[src/rtl/ov5640_pkg.sv]
// Shared types and constants for the OV5640 SCCB write master.
package ov5640_pkg;

  typedef enum logic [2:0] {
    IDLE  = 3'd0,
    START = 3'd1,
    BYTE  = 3'd2,
    ACK   = 3'd3,
    STOP  = 3'd4,
    DONE  = 3'd5
  } sccb_state_t;

  localparam logic [7:0] OV5640_SCCB_WR_ADDR = 8'h78;

  localparam int CFG_ADDR_MSB = 23;
  localparam int CFG_ADDR_LSB = 8;
  localparam int CFG_VAL_MSB  = 7;

  // Pad levels {scl, sda_oe} for a given state, quarter and outgoing data bit.
  function automatic logic [1:0] sccb_pins(input sccb_state_t st, input logic [1:0] q,
                                           input logic b);
    logic [1:0] pins;
    pins = 2'b10;
    case (st)
      START:   pins = (q == 2'd2) ? 2'b11 : ((q == 2'd3) ? 2'b01 : 2'b10);
      BYTE:    pins = {(q == 2'd1) || (q == 2'd2), ~b};
      ACK:     pins = {(q == 2'd1) || (q == 2'd2), 1'b0};
      STOP:    pins = (q == 2'd0) ? 2'b01 : ((q == 2'd1) ? 2'b11 : 2'b10);
      default: pins = 2'b10;
    endcase
    return pins;
  endfunction

endpackage

[src/rtl/sccb_qtick.sv]
// Quarter-bit timebase: counts 0..QCNT-1 while enabled, ticks on wrap and
// tracks which quarter (0..3) of the bit period is in progress.
module sccb_qtick #(
  parameter int QCNT = 50
) (
  input  logic       sys_clk,
  input  logic       sys_rst_n,
  input  logic       en,
  output logic       tick,
  output logic [1:0] quarter
);

  localparam int CW = (QCNT > 2) ? $clog2(QCNT) : 1;

  logic [CW-1:0] cnt_r;
  logic [1:0]    q_r;

  assign tick    = en && (cnt_r == CW'(QCNT - 1));
  assign quarter = q_r;

  // Counter and quarter index; both held at zero while disabled.
  always_ff @(posedge sys_clk or negedge sys_rst_n) begin
    if (!sys_rst_n) begin
      cnt_r <= '0;
      q_r   <= 2'd0;
    end else if (!en) begin
      cnt_r <= '0;
      q_r   <= 2'd0;
    end else if (tick) begin
      cnt_r <= '0;
      q_r   <= q_r + 2'd1;
    end else begin
      cnt_r <= cnt_r + CW'(1);
    end
  end

endmodule

[src/rtl/ov5640_sccb_wr.sv]
// SCCB write master: serialises {DEV_ADDR, reg_addr, reg_val} as one
// START / 4 bytes with ACK / STOP transaction and pulses cfg_end when done.
module ov5640_sccb_wr
  import ov5640_pkg::*;
#(
  parameter int         SYS_CLK_FREQ = 50_000_000,
  parameter int         SCL_FREQ     = 250_000,
  parameter logic [7:0] DEV_ADDR     = OV5640_SCCB_WR_ADDR
) (
  input  logic        sys_clk,
  input  logic        sys_rst_n,
  input  logic        cfg_start,
  input  logic [23:0] cfg_data,
  output logic        scl,
  output logic        sda_oe,
  input  logic        sda_i,
  output logic        cfg_end,
  output logic        busy,
  output logic        ack_err
);

  localparam int QCNT = SYS_CLK_FREQ / (4 * SCL_FREQ);

  sccb_state_t state_r, state_nx;
  logic        busy_r, cfg_end_r, ack_err_r, nack_r;
  logic [31:0] sh_r;
  logic [1:0]  byte_idx_r;
  logic [2:0]  bit_idx_r;
  logic        sda_meta_r, sda_sync_r;
  logic        scl_r, sda_oe_r;
  logic        tick_s;
  logic [1:0]  quarter_s;
  logic        accept_s, end_q_s, mid_s;

  assign accept_s = cfg_start && !busy_r;
  assign end_q_s  = tick_s && (quarter_s == 2'd3);
  assign mid_s    = tick_s && (quarter_s == 2'd1);

  assign scl     = scl_r;
  assign sda_oe  = sda_oe_r;
  assign cfg_end = cfg_end_r;
  assign busy    = busy_r;
  assign ack_err = ack_err_r;

  sccb_qtick #(.QCNT(QCNT)) u_qtick (
    .sys_clk   (sys_clk),
    .sys_rst_n (sys_rst_n),
    .en        (busy_r),
    .tick      (tick_s),
    .quarter   (quarter_s)
  );

  // Two-flop synchroniser for the SDA pad input.
  always_ff @(posedge sys_clk or negedge sys_rst_n) begin
    if (!sys_rst_n) begin
      sda_meta_r <= 1'b1;
      sda_sync_r <= 1'b1;
    end else begin
      sda_meta_r <= sda_i;
      sda_sync_r <= sda_meta_r;
    end
  end

  // FSM state register.
  always_ff @(posedge sys_clk or negedge sys_rst_n) begin
    if (!sys_rst_n) begin
      state_r <= IDLE;
    end else begin
      state_r <= state_nx;
    end
  end

  // FSM next state; every phase advances only on the last quarter of a bit.
  always_comb begin
    state_nx = state_r;
    case (state_r)
      IDLE:    state_nx = accept_s ? START : IDLE;
      START:   state_nx = end_q_s ? BYTE : START;
      BYTE:    state_nx = (end_q_s && (bit_idx_r == 3'd7)) ? ACK : BYTE;
      ACK: begin
        if (end_q_s) begin
          state_nx = (nack_r || (byte_idx_r == 2'd3)) ? STOP : BYTE;
        end else begin
          state_nx = ACK;
        end
      end
      STOP:    state_nx = end_q_s ? DONE : STOP;
      DONE:    state_nx = accept_s ? START : IDLE;
      default: state_nx = IDLE;
    endcase
  end

  // Shift register, counters, handshake flags and ACK sampling.
  always_ff @(posedge sys_clk or negedge sys_rst_n) begin
    if (!sys_rst_n) begin
      sh_r       <= 32'd0;
      byte_idx_r <= 2'd0;
      bit_idx_r  <= 3'd0;
      busy_r     <= 1'b0;
      cfg_end_r  <= 1'b0;
      ack_err_r  <= 1'b0;
      nack_r     <= 1'b0;
    end else begin
      cfg_end_r <= 1'b0;
      if (accept_s) begin
        sh_r       <= {DEV_ADDR, cfg_data[CFG_ADDR_MSB:CFG_ADDR_LSB], cfg_data[CFG_VAL_MSB:0]};
        byte_idx_r <= 2'd0;
        bit_idx_r  <= 3'd0;
        ack_err_r  <= 1'b0;
        nack_r     <= 1'b0;
        busy_r     <= 1'b1;
      end else begin
        case (state_r)
          BYTE: begin
            if (end_q_s) begin
              sh_r      <= {sh_r[30:0], 1'b0};
              bit_idx_r <= bit_idx_r + 3'd1;
            end
          end
          ACK: begin
            if (mid_s) begin
              nack_r <= sda_sync_r;
              if (sda_sync_r) begin
                ack_err_r <= 1'b1;
              end
            end
            if (end_q_s && !nack_r && (byte_idx_r != 2'd3)) begin
              byte_idx_r <= byte_idx_r + 2'd1;
            end
          end
          STOP: begin
            if (end_q_s) begin
              cfg_end_r <= 1'b1;
              busy_r    <= 1'b0;
            end
          end
          default: begin
            nack_r <= nack_r;
          end
        endcase
      end
    end
  end

  // Registered pad drivers derived from the current phase and quarter.
  always_ff @(posedge sys_clk or negedge sys_rst_n) begin
    if (!sys_rst_n) begin
      scl_r    <= 1'b1;
      sda_oe_r <= 1'b0;
    end else begin
      {scl_r, sda_oe_r} <= sccb_pins(state_r, quarter_s, sh_r[31]);
    end
  end

endmodule
[config.mk]
export PLATFORM = sky130hd
export DESIGN_NAME = ov5640_sccb_wr
export DESIGN_NICKNAME = d
export VERILOG_FILES = /design/src/rtl/ov5640_pkg.sv /design/src/rtl/sccb_qtick.sv /design/src/rtl/ov5640_sccb_wr.sv
export SDC_FILE = /design/constraint.sdc
export NUM_CORES = 1
export LEC_CHECK = 0
export BUFFER_PORTS_ARGS = -buffer_cell sky130_fd_sc_hd__clkbuf_2
export CORE_ASPECT_RATIO = 1.75
export CORE_MARGIN = 1.5
export CORE_UTILIZATION = 60
export CTS_CLUSTER_DIAMETER = 60
export CTS_CLUSTER_SIZE = 10
export DETAILED_ROUTE_END_ITERATION = 12
export PLACE_DENSITY = 0.84
export SLEW_MARGIN = 10
export SYNTH_ARGS = -nofsm -noshare
export SYNTH_HDL_FRONTEND = slang
export SYNTH_SLANG_ARGS = --single-unit
[constraint.sdc]
create_clock -name sys_clk -period 4.4 [get_ports sys_clk]
set_clock_uncertainty 0.1 [all_clocks]
set_input_delay 0.22 -clock sys_clk [delete_from_list [all_inputs] [get_ports sys_clk]]
set_output_delay 0.22 -clock sys_clk [all_outputs]
set_load 0.1 [all_outputs]
Word level (Yosys, flattened, before mapping)
Cells that the tools add are included.
{ "totals": {"in_bits": 28, "regBits": 56, "out_inout_bits": 5} }
{ "classes": {"addsub": 4, "n_eq_ne": 13, "n_mux": 38, "reduce_logical": 26, "bitwise": 1} }
{ "ops": {"columns": ["operator", "n"], "rows": [
  ["two-way mux 32 bit", 3],
  ["two-way mux 2 bit", 9],
  ["two-way mux 1 bit", 17],
  ["two-way mux 3 bit", 5],
  ["case mux 3 bit (5 select lines)", 1],
  ["nonzero test 2 bit", 7],
  ["two-way mux 6 bit", 2],
  ["== test 3 bit, second input constant", 3],
  ["case mux 2 bit (4 select lines)", 1],
  ["AND reduction 2 bit", 4],
  ["logical AND 1 bit", 7],
  ["adder 6 x 1 -> 6 bit, second input constant", 1],
  ["== test 2 bit, second input constant", 3],
  ["== test 3 x 2 -> 1 bit, second input constant", 2],
  ["== test 6 bit, second input constant", 1],
  ["adder 2 x 1 -> 2 bit, second input constant", 2],
  ["adder 3 x 1 -> 3 bit, second input constant", 1],
  ["== test 3 x 1 -> 1 bit, second input constant", 1],
  ["logical NOT 3 bit", 1],
  ["AND reduction 3 bit", 1],
  ["== test 2 x 1 -> 1 bit, second input constant", 1],
  ["logical NOT 1 bit", 2],
  ["logical NOT 2 bit", 1],
  ["logical OR 1 bit", 2],
  ["4 further kinds", 4]
]} }

Depth between registers and ports, before layout
{ "depth": {"ltp_word": 8, "ltp_mapped": 7, "ltp_nobuf": 6} }

Cells and area by module
A second synthesis with hierarchy kept.
{ "hier_totals": {"hier_cells": 298, "hier_area_um2": 2830.2} }
{ "by_module_without_submodules": {"columns": ["mod", "cells_each", "area_each_um2", "instances", "seq_area_each_um2"], "rows": [
  ["ov5640_sccb_wr", 260, 2436.1, 1, 1204.9],
  ["sccb_qtick", 38, 394.1, 1, 200.2]
]} }

Least setup slack after synthesis
Ideal clock, no wire load.
{ "synth_path": {"path_kind": "register -> register", "from": "register busy_r, in the netlist busy", "to": "register byte_idx_r[1]", "stages_incl_launch_ff": 6, "path_buffers": 1, "path_slack_ns": 2.171, "t_arrival_ns": 1.998, "cell_sequence": "dfrtp_1 > buf_2 > nand2_1 > nor4_4 > mux2i_1 > nor2_2"} }
{ "synth_between": {"elab_chain_cells": 6} }
{ "synth_lines": {"columns": ["item", "line_no", "text"], "rows": [
  ["from (decl)", "ov5640_sccb_wr.sv:25", "logic busy_r, cfg_end_r, ack_err_r, nack_r;"],
  ["from (signal assigned)", "ov5640_sccb_wr.sv:99", "busy_r <= 1'b0;"],
  ["from (signal assigned)", "ov5640_sccb_wr.sv:111", "busy_r <= 1'b1;"],
  ["from (signal assigned)", "ov5640_sccb_wr.sv:134", "busy_r <= 1'b0;"],
  ["logical AND 1 bit", "sccb_qtick.sv:18", "assign tick = en && (cnt_r == CW'(QCNT - 1));"],
  ["logical AND 1 bit", "ov5640_sccb_wr.sv:36", "assign end_q_s = tick_s && (quarter_s == 2'd3);"],
  ["logical AND 1 bit (2 in series)", "ov5640_sccb_wr.sv:127", "if (end_q_s && !nack_r && (byte_idx_r != 2'd3)) begin"],
  ["nonzero test 2 bit (no line)", null, null],
  ["AND reduction 2 bit (no line)", null, null],
  ["to (signal assigned)", "ov5640_sccb_wr.sv:128", "byte_idx_r <= byte_idx_r + 2'd1;"],
  ["to (decl)", "ov5640_sccb_wr.sv:27", "logic [1:0] byte_idx_r;"]
]} }
Several ways; a longest one is shown, not always the timed one.
A chain may end at the register's enable or synchronous reset.

Worst setup path after layout
{ "layout_path": {"from": "register busy_r, in the netlist busy", "to": "register bit_idx_r[0]"} }
{ "layout_between": {"elab_chain_cells": 4} }
{ "layout_lines": {"columns": ["item", "line_no", "text"], "rows": [
  ["logical NOT 1 bit or logical AND 1 bit (tied branches)", null, null],
  ["logical AND 1 bit (on tied branches)", "ov5640_sccb_wr.sv:35, ov5640_sccb_wr.sv:36", null],
  ["nonzero test 2 bit (no line)", null, null],
  ["AND reduction 2 bit (no line)", null, null],
  ["to (signal assigned)", "ov5640_sccb_wr.sv:117", "bit_idx_r <= bit_idx_r + 3'd1;"],
  ["to (decl)", "ov5640_sccb_wr.sv:28", "logic [2:0] bit_idx_r;"]
]} }
Several ways; a longest one is shown, not always the timed one.

==> flow_summary_export.csv <==
group,metric,value,unit
clocking,clock-sinks,56,
routing,antenna_left,0,
synth,synth.distinct_cells,41,
global_routing,grt_use_total,22.7,%
critical_path,crit_buf_inv,0,
synth,synth_top_area_share,51.3,%
cells_and_area,area_growth,11.0,%
global_routing,grt_pass1_vias,1896,
pwr,power,1.13,mW
critical_path,critPathMaxStageDelay,0.79,ns
cells_and_area,n_fill_cell,316,
synth,synth_xor_area_share,2.03,%
routing,drt-initial-drc-count,46,
timing,finalCriticalPeriod,2.27,ns
clocking,clockBufferDepth,2,
synth,synth-simple-area-share,21.7,%
synth,synth.largest_area_cell,"dfrtp_1",
timing,tightest_slew,0.854,ns
clocking,numCtsBuffers,5,
synth,synth_top_family_by_area,"simple AND/OR/NAND/NOR gates",
timing,report.final.slew_viol_count,0,
critical_path,crit_path_end_kind,"flop",
synth,ys_ff_latch,56,
synth,synth_area,2590,sq um
timing,setup_viol,0,
timing,rsz0062_at_grt,"false",
timing,worst_hold_slack,0.0265,ns
outcome,status,"complete, no violations",
placed_design,port_buffers,32,
timing,min_period_over_period,51.6,%
floorplan,die_x,52.6,microns
timing,slew-limit-headroom,43.1,%
synth,synthTopCellsByArea,"dfrtp_1, nand2_1, a22oi_1",
floorplan,die_h,89.9,microns
pwr,p_leak,1.39,nW
cells_and_area,layout_commonest_cell,"nand2_1",
timing,hold_violations,0,
critical_path,critPathSlowestCell,"o41a_1",
routing,route.vias.total,1895,
timing,clock.fmax,441,MHz
clocking,postCtsSetupRepairBufs,0,
synth,syn_inst,260,
critical_path,crit_type,"reg -> reg",
floorplan,std_cell_rows,31,
synth,synth-edff-count,0,
synth,async_flop_share,100,%
critical_path,cp_data_required_time,4.54,ns
cells_and_area,nets,326,
clocking,clock_latency,0.30,ns
cells_and_area,utilization,69.2,%
synth,muxShareOfSynthArea,1.21,%
synth,synth_compound_area_share,13.1,%
placed_design,preCtsSetupSlack,2.16,ns
cells_and_area,instances_no_fill,339,
critical_path,start_kind,"flop",
placed_design,routabilityCongestion,0.784,
routing,wl,4730,microns
global_routing,grt_max_degree,57,
global_routing,antenna_found_initial,0,
global_routing,grt_overflow,0,
pwr,power_density,395,nW/um^2
critical_path,cp_top_family,"compound AO/OA/AOI/OAI gates",
synth,ys_seq_area_share,54.3,%
floorplan,initial_core_util,62.3,%
routing,drc_errors,0,
cells_and_area,n_antenna_cell,0,
cells_and_area,final_layout_size_suffix_gt1_share,18.3,%
cells_and_area,layout_common_cells,"nand2_1, dfrtp_1, clkbuf_2, a22oi_1, nor2_1",
job,maxCapViolations,0,
timing,setup_ws,2.13,ns
clocking,cts_tree,"yes",
floorplan,pin_count,33,
critical_path,critical_path.cell_chain,"nand2b_1, o41a_1, mux2_2",
routing,drt-pass1-iter-count,4,
clocking,cts_root_buf,"clkbuf_8",
cells_and_area,final_cell_area,2870,sq um
placed_design,dpl-instance-area,2760,sq um
routing,post_drt_wl_per_cell,13.9,microns
pwr,ir_drop,0.362,mV
hold_path,hp-class,"in -> reg",
placed_design,dpl.cell_count,329,
synth,ys.flop_type,"dfrtp_1",
timing,fin_tns_setup,0,ns
global_routing,grt_pass1_wl,8200,microns
synth,synth_warnings,0,
floorplan,core_area,4150,sq um
critical_path,arrival,2.41,ns
synth,syn-num-nets,297,
placed_design,hpwl,3370,microns
synth,synthAdderAreaFrac,4.35,%
routing,viasPerCell,5.59,
critical_path,path_max_fanout,24,
floorplan,fp.dieArea,4730,sq um
clocking,htreeDepth,2,
synth,syn_area_per_cell,9.95,sq um
clocking,clkSlewWorstSetupHoldPaths,0.09,ns
-- registers in the layout (all words and copies together) (netlist names) --
name	cells
bit_idx_r	3
sda_oe	1
scl	1
nack_r	1
sh_r	32
sda_sync_r	1
u_qtick.cnt_r	6
u_qtick.quarter	2
ack_err	1
busy	1
byte_idx_r	2
cfg_end	1
state_r	3
sda_meta_r	1
-- worst reg2reg max path, delay by kind of cell, from the launching register on --
kind,cells,cell delay (ns)
multiplexers,1,0.29
flip-flops,1,0.65
AND/OR/NAND/NOR,1,0.39
AO/OA/AOI/OAI,1,0.79
-- kinds of logic (layout without fill, tap and decap cells) --
family,Yosys count,after routing
and+or+nand+nor,117,117
DFF,56,56
AOI/OAI and AO/OA,50,50
buffers and inverters,19,49
adders and majority gates,9,9
xor gates and xnor gates,6,6
muxes,3,3
-- cell usage after synthesis (all sizes together) (3+ instances only) --
| library cell | number |
|---|---|
| nand2 | 71 |
| dfstp | 3 |
| nor2 | 21 |
| nor4 | 3 |
| nand3 | 3 |
| dfrtp | 53 |
| a21oi | 3 |
| nand2b | 4 |
| inv | 5 |
| o21ai | 16 |
| a22oi | 23 |
| nand4 | 3 |
| clkbuf | 5 |
| buf | 9 |
| and2 | 3 |
| xnor2 | 4 |
| ha | 9 |
-- power by group --
part	switching (mW)	internal, mW	total [mW]	leakage (nW)
combinational	0.120	0.0832	0.204	0.674
clock	0.149	0.129	0.278	0.0455
sequential	0.0692	0.584	0.654	0.671
-- final cells by class --
class	count	area [sq um]	area share, %
repair buffers	36	195	6.79
inverters	5	18.8	0.653
clock buffers	8	90.1	3.14
multi-input cells	185	1100	38.4
well taps	49	61.3	2.13
flip-flops and latches	56	1410	48.9
-- worst paths after layout --
check,startpoint,end,slack [ns],cells after the start
worst max-delay path,busy,bit_idx_r[0],2.13,3
worst min-delay path,cfg_data[0],sh_r[0],0.03,3
worst max register to register,busy,bit_idx_r[0],2.13,3
worst min register to register,sda_meta_r,sda_sync_r,0.26,0
max in group asynchronous,sys_rst_n,sh_r[26],3.27,3
min in group asynchronous,sys_rst_n,sda_oe,0.47,3
-- per-layer routing --
metal | GRT usage [%] | up-vias | wire length [microns]
met3 | 3.32 | 8 | 106
met1 | 28.2 | 922 | 1870
met2 | 38.5 | 26 | 2650
li1 | - | 939 | -
met5 | 0 | - | 0
met4 | 8.55 | 0 | 92
-- timing repair --
| action | 4_1_cts | 5_1_grt |
|---|---|---|
| resized for setup | 0 | 0 |
| setup endpoints to repair | 0 | 0 |
| hold buffers | 2 | 0 |
| endpoints found under the hold margin | 54 | 0 |
Power figures use the tool's default switching activity.
